===== config.mk =====
export PLATFORM = sky130hd
export DESIGN_NAME = fire_control
export DESIGN_NICKNAME = d
export VERILOG_FILES = /design/src/rtl/fire_control.sv
export SDC_FILE = /design/constraint.sdc
export NUM_CORES = 1
export LEC_CHECK = 0
export BUFFER_PORTS_ARGS = -buffer_cell sky130_fd_sc_hd__clkbuf_2
export CAP_MARGIN = 0
export CORE_ASPECT_RATIO = 0.8
export CORE_UTILIZATION = 49
export CTS_CLUSTER_DIAMETER = 150
export DETAILED_ROUTE_END_ITERATION = 12
export PLACE_DENSITY = 0.76
export SETUP_SLACK_MARGIN = 0.2
export SLEW_MARGIN = 30
export SYNTH_ARGS = -nofsm -noshare
export SYNTH_HDL_FRONTEND = slang
export SYNTH_SLANG_ARGS = --single-unit

===== constraint.sdc =====
create_clock -name clk -period 3.4 [get_ports clk]
set_input_delay 0.68 -clock clk [delete_from_list [all_inputs] [get_ports clk]]
set_output_delay 0.68 -clock clk [all_outputs]
set_load 0.005 [all_outputs]

===== src/rtl/fire_control.sv =====
// Turns the raw fire key into a held, rate-limited fire request with magazine and reload.
// Optional FIRE_CONTROL_AUTO_FIRE_EN: treat the key level as a press while READY.
module fire_control #(
    parameter int FIRE_KEY           = 8,
    parameter int AMMO_MAX           = 5,
    parameter int COOLDOWN_FRAMES    = 8,
    parameter int RELOAD_FRAMES      = 60,
    parameter int REQ_TIMEOUT_FRAMES = 4
) (
    input  logic       clk,
    input  logic       resetN,
    input  logic [9:0] keyIsPressed,
    input  logic       startOfFrame,
    input  logic       enable_sof,
    input  logic       proj_active,
    output logic       fire_req,
    output logic [3:0] ammo_count,
    output logic       reloading,
    output logic       ready
);

    typedef enum logic [2:0] {
        S_READY,
        S_REQUEST,
        S_IN_FLIGHT,
        S_COOLDOWN,
        S_RELOAD
    } state_t;

    localparam logic [7:0] REQ_LAST  = 8'(REQ_TIMEOUT_FRAMES - 1);
    localparam logic [7:0] CD_LAST   = 8'((COOLDOWN_FRAMES > 0) ? COOLDOWN_FRAMES - 1 : 0);
    localparam logic [7:0] RL_LAST   = 8'(RELOAD_FRAMES - 1);
    localparam logic [3:0] AMMO_FULL = 4'(AMMO_MAX);

    state_t     state_q, state_d;
    logic [7:0] frame_cnt_q, frame_cnt_d;
    logic [3:0] ammo_q, ammo_d;
    logic       key_prev_q, key_prev_d;
    logic       fire_req_q, fire_req_d;
    logic       ready_q, ready_d;
    logic       reloading_q, reloading_d;

    logic tick;
    logic key;
    logic press;
    logic cnt_run;
    logic unused_keys;

    assign tick        = startOfFrame & enable_sof;
    assign key         = keyIsPressed[FIRE_KEY];
    assign unused_keys = ^keyIsPressed;
    assign key_prev_d  = key;

`ifdef FIRE_CONTROL_AUTO_FIRE_EN
    assign press = key;
`else
    assign press = key & ~key_prev_q;
`endif

    always_ff @(posedge clk or negedge resetN) begin
        if (!resetN) begin
            state_q     <= S_READY;
            frame_cnt_q <= 8'd0;
            ammo_q      <= AMMO_FULL;
            key_prev_q  <= 1'b1;
            fire_req_q  <= 1'b0;
            ready_q     <= 1'b1;
            reloading_q <= 1'b0;
        end else begin
            state_q     <= state_d;
            frame_cnt_q <= frame_cnt_d;
            ammo_q      <= ammo_d;
            key_prev_q  <= key_prev_d;
            fire_req_q  <= fire_req_d;
            ready_q     <= ready_d;
            reloading_q <= reloading_d;
        end
    end

    always_comb begin
        state_d = state_q;
        ammo_d  = ammo_q;
        cnt_run = 1'b0;
        case (state_q)
            S_READY: begin
                // An empty magazine in READY is unreachable; recover by reloading.
                if (ammo_q == 4'd0)
                    state_d = S_RELOAD;
                else if (press)
                    state_d = S_REQUEST;
            end
            S_REQUEST: begin
                // The acknowledge takes priority over a coincident timeout tick.
                if (proj_active) begin
                    state_d = S_IN_FLIGHT;
                    if (ammo_q != 4'd0)
                        ammo_d = ammo_q - 4'd1;
                end else if (tick) begin
                    if (frame_cnt_q == REQ_LAST)
                        state_d = S_READY;
                    else
                        cnt_run = 1'b1;
                end
            end
            S_IN_FLIGHT: begin
                if (!proj_active)
                    state_d = (ammo_q == 4'd0) ? S_RELOAD : S_COOLDOWN;
            end
            S_COOLDOWN: begin
                if (COOLDOWN_FRAMES == 0)
                    state_d = S_READY;
                else if (tick) begin
                    if (frame_cnt_q == CD_LAST)
                        state_d = S_READY;
                    else
                        cnt_run = 1'b1;
                end
            end
            S_RELOAD: begin
                if (tick) begin
                    if (frame_cnt_q == RL_LAST) begin
                        state_d = S_READY;
                        ammo_d  = AMMO_FULL;
                    end else begin
                        cnt_run = 1'b1;
                    end
                end
            end
            default: state_d = S_READY;
        endcase

        // Counter restarts on every state entry and saturates rather than wrapping.
        if (state_d != state_q)
            frame_cnt_d = 8'd0;
        else if (cnt_run && frame_cnt_q != 8'hFF)
            frame_cnt_d = frame_cnt_q + 8'd1;
        else
            frame_cnt_d = frame_cnt_q;
    end

    always_comb begin
        fire_req_d  = (state_d == S_REQUEST);
        ready_d     = (state_d == S_READY);
        reloading_d = (state_d == S_RELOAD);
    end

    assign fire_req   = fire_req_q;
    assign ammo_count = ammo_q;
    assign reloading  = reloading_q;
    assign ready      = ready_q;

endmodule


==> results.cfg <==
[synth]
synthCells = 123
synth.yosys.seq_area_share_pct = 41.5
edff_count_synth = 0
mean_instance_size_in_the_synthesized_netlist_sq_um = 9.42
synth-warning-count = 0
asr_flop_ratio_synth_pct = 100
synth_nets = 141
synth_top_flop_cell = dfrtp_1
synth.distinct_cells = 48
syn_area_sq_um = 1160
ys_ff_latch = 19

[grt]
first_global_vias = 866
grt_max_degree = 20
grt_remaining_overflow = 0
wire_length_of_the_first_global_routing_pass_mm = 3.86
antenna_violations_before_repair = 0
grtUsageTotal_pct = 20.3

[layout]
drive_gt1_share_pct = 19.7
nets = 151
fill_cell_total_of_the_finished_layout = 202
finalNonFillerCells = 157
antennaDiodeCount = 0
areaGrowthSynthToFinish_pct = 6.80

[clock_network]
clockRootBuffer = clkbuf_4
cts_hold_fix_bufs = 0
insertion_delay_ps = 300
cts_sinks = 19
clock_tree_from_tritoncts = done
cts_inserted_buffers = 3
clock_path_buffers = 2
postCtsSetupBuffers = 0
htreeDepth = 1
clkSlewWorstSetupHoldPaths_ps = 110
cts-resized-gates = 0

[route]
postRouteWirelength_mm = 2.29
drc = 0
drtIter0Drc = 17
first_pass_drt_iterations = 4
wl_per_cell_um = 14.6
num_vias = 986
detail-route-antenna-nets = 0
vias_per_cell = 6.28

[critical_path]
timing.critical_path.max_delay_family = compound AO/OA/AOI/OAI gates
rr_startpoint = frame_cnt_q[0]$_DFFE_PN0P_
worst-path-buf-inv = 0
setup_crit_start = frame_cnt_q[0]$_DFFE_PN0P_
cpPeakStageDelay_ps = 680
criticalPathCategory = flip-flop to flip-flop
critPathLaunchType = flip-flop
worstPathCellList = ha_1 > nor4b_2 > a311oi_1 > a311oi_2 > o21ai_0 > a21oi_1
critPathRequiredTime_ps = 3620
arrival_ps = 2560
worst-path-max-fanout = 14
critical_path.slowest_cell = a311oi_2
kind_of_end_point_of_the_critical_path = flip-flop

[sta]
slew-limit-headroom_pct = 48.5
timing.fmax_mhz = 427
hold_violations = 0
final.setup.tns_ps = 0
timing.hold.ws_ps = 306
max_slew.worst_pin.slew_ps = 753
final_critical_path_setup_slack_ps = 1060
final_max_slew_viol_count = 0
skew_ps = 4.24
grt_setup_unrepaired = no
final_min_period_over_clock_period_pct = 68.9
period_needed_ps = 2340
setup_viol = 0

[run_status]
status = finished, final reports clean

[floorplanning]
floorplan.initialDensity_pct = 52.8
rows = 15
floorplan.io_pins = 22
design.die.area_sq_um = 2560
die-height_um = 45.5
die-width_um = 56.4
design.core.area_sq_um = 2200

[power_and_ir_drop]
pwr_density_cell_nw_per_um2 = 389
total_power_mw = 0.482
power.static_leakage_nw = 0.520
peak_supply_drop_mv = 0.267

[placement]
dp_worst_setup_slack_ps = 1060
gp_congestion = 0.817
placed_cells = 153
detailed_place_hpwl_mm = 1.69
io_buffers = 12

[flow_run]
drv.max_cap_violation_count = 0

[min_path]
hold_path.class = primary input to async pin
stage by stage:
stage	utilization, %	cell area [sq um]
after floorplan	-	1160
after global placement	55.1	1210
after detailed placement	55.1	1210
after CTS	56.4	1240
after global routing	56.4	1240
final	56.4	1240
cell usage after synthesis, drive strengths merged (4+ instances only):
library cell | count | area share, %
buf | 4 | 2.5
inv | 4 | 1.3
or4 | 4 | 2.6
o31ai | 5 | 3.2
nand2 | 6 | 1.9
nor2 | 9 | 2.9
dfrtp | 15 | 32
nand3 | 6 | 2.6
nand2b | 5 | 2.7
dfstp | 4 | 9.1
a21oi | 10 | 4.3
nor3 | 4 | 1.7
layout make-up:
cell class | count | area (sq um) | area share [%]
clock inverter | 1 | 5.00 | 0.404
clock buffer | 3 | 22.5 | 1.82
multi-input combinational | 93 | 623 | 50.4
timing repair buffer | 12 | 60.1 | 4.85
sequential | 19 | 480 | 38.8
inverter | 4 | 15.0 | 1.21
tap | 25 | 31.3 | 2.53
cells in the final DEF, fill, tap and decap left out, drive strengths merged, types with 2 or more instances in the layout:
cell    instances
dfrtp          15
clkbuf         15
a21oi          10
nor2            9
nand2           6
nand3           6
nand2b          5
o31ai           5
inv             4
nor3            4
or4             4
dfstp           4
and3            3
nand4           3
ha              3
and4            2
nor2b           2
o22ai           2
o21ai           2
o211ai          2
nor4b           2
nor3b           2
or2             2
a311oi          2
flip-flops by register name (all words and copies together), names as in the netlist:
register	flops
reloading	1
state_q	3
ready	1
ammo_count	4
key_prev_q	1
frame_cnt_q	8
fire_req	1
per-layer routing:
layer	track usage (%)	share of wire, %	up-vias	routed length, um
li1	-	-	486	-
met2	31.2	44	20	998
met1	27.9	52	476	1180
met4	6.34	1.0	0	24
met3	5.97	3.9	4	89
met5	0	0	-	0
power breakdown:
part           leakage (nW)  internal, mW  switching, mW
clock network        0.0177        0.0439         0.0709
registers             0.234         0.249         0.0412
logic                 0.268        0.0343         0.0420
total                 0.520         0.328          0.154
cell families (layout without fill, tap and decap cells):
logic type / after synthesis / in the layout / share of synthesized area (%)
AOI/OAI and AO/OA: 31 / 31 / 18.8
xor gates and xnor gates: 2 / 2 / 1.51
adders and majority gates: 3 / 3 / 3.24
buffers and inverters: 11 / 20 / 4.75
DFF: 19 / 19 / 41.5
muxes: 1 / 1 / 0.864
and+or+nand+nor: 56 / 56 / 29.4
worst paths after layout:
path / endpoint / slack, ps / depth (start not counted)
max: frame_cnt_q[0]$_DFFE_PN0P_ / 1060 / 6
min: ammo_count[1]$_DFFE_PN0P_ / 310 / 1
max reg2reg: frame_cnt_q[0]$_DFFE_PN0P_ / 1060 / 6
min reg2reg: ammo_count[0]$_DFFE_PN1P_ / 570 / 1
max in group asynchronous: key_prev_q$_DFF_PN1_ / 2750 / 1
min in group clk: key_prev_q$_DFF_PN1_ / 460 / 1
worst reg2reg max path: stages (launching register included):
cell	delay, ps
dfrtp_1	430
ha_1	200
nor4b_2	370
a311oi_1	240
a311oi_2	680
o21ai_0	160
a21oi_1	190
No activity file was read; power rests on OpenSTA's default activity.
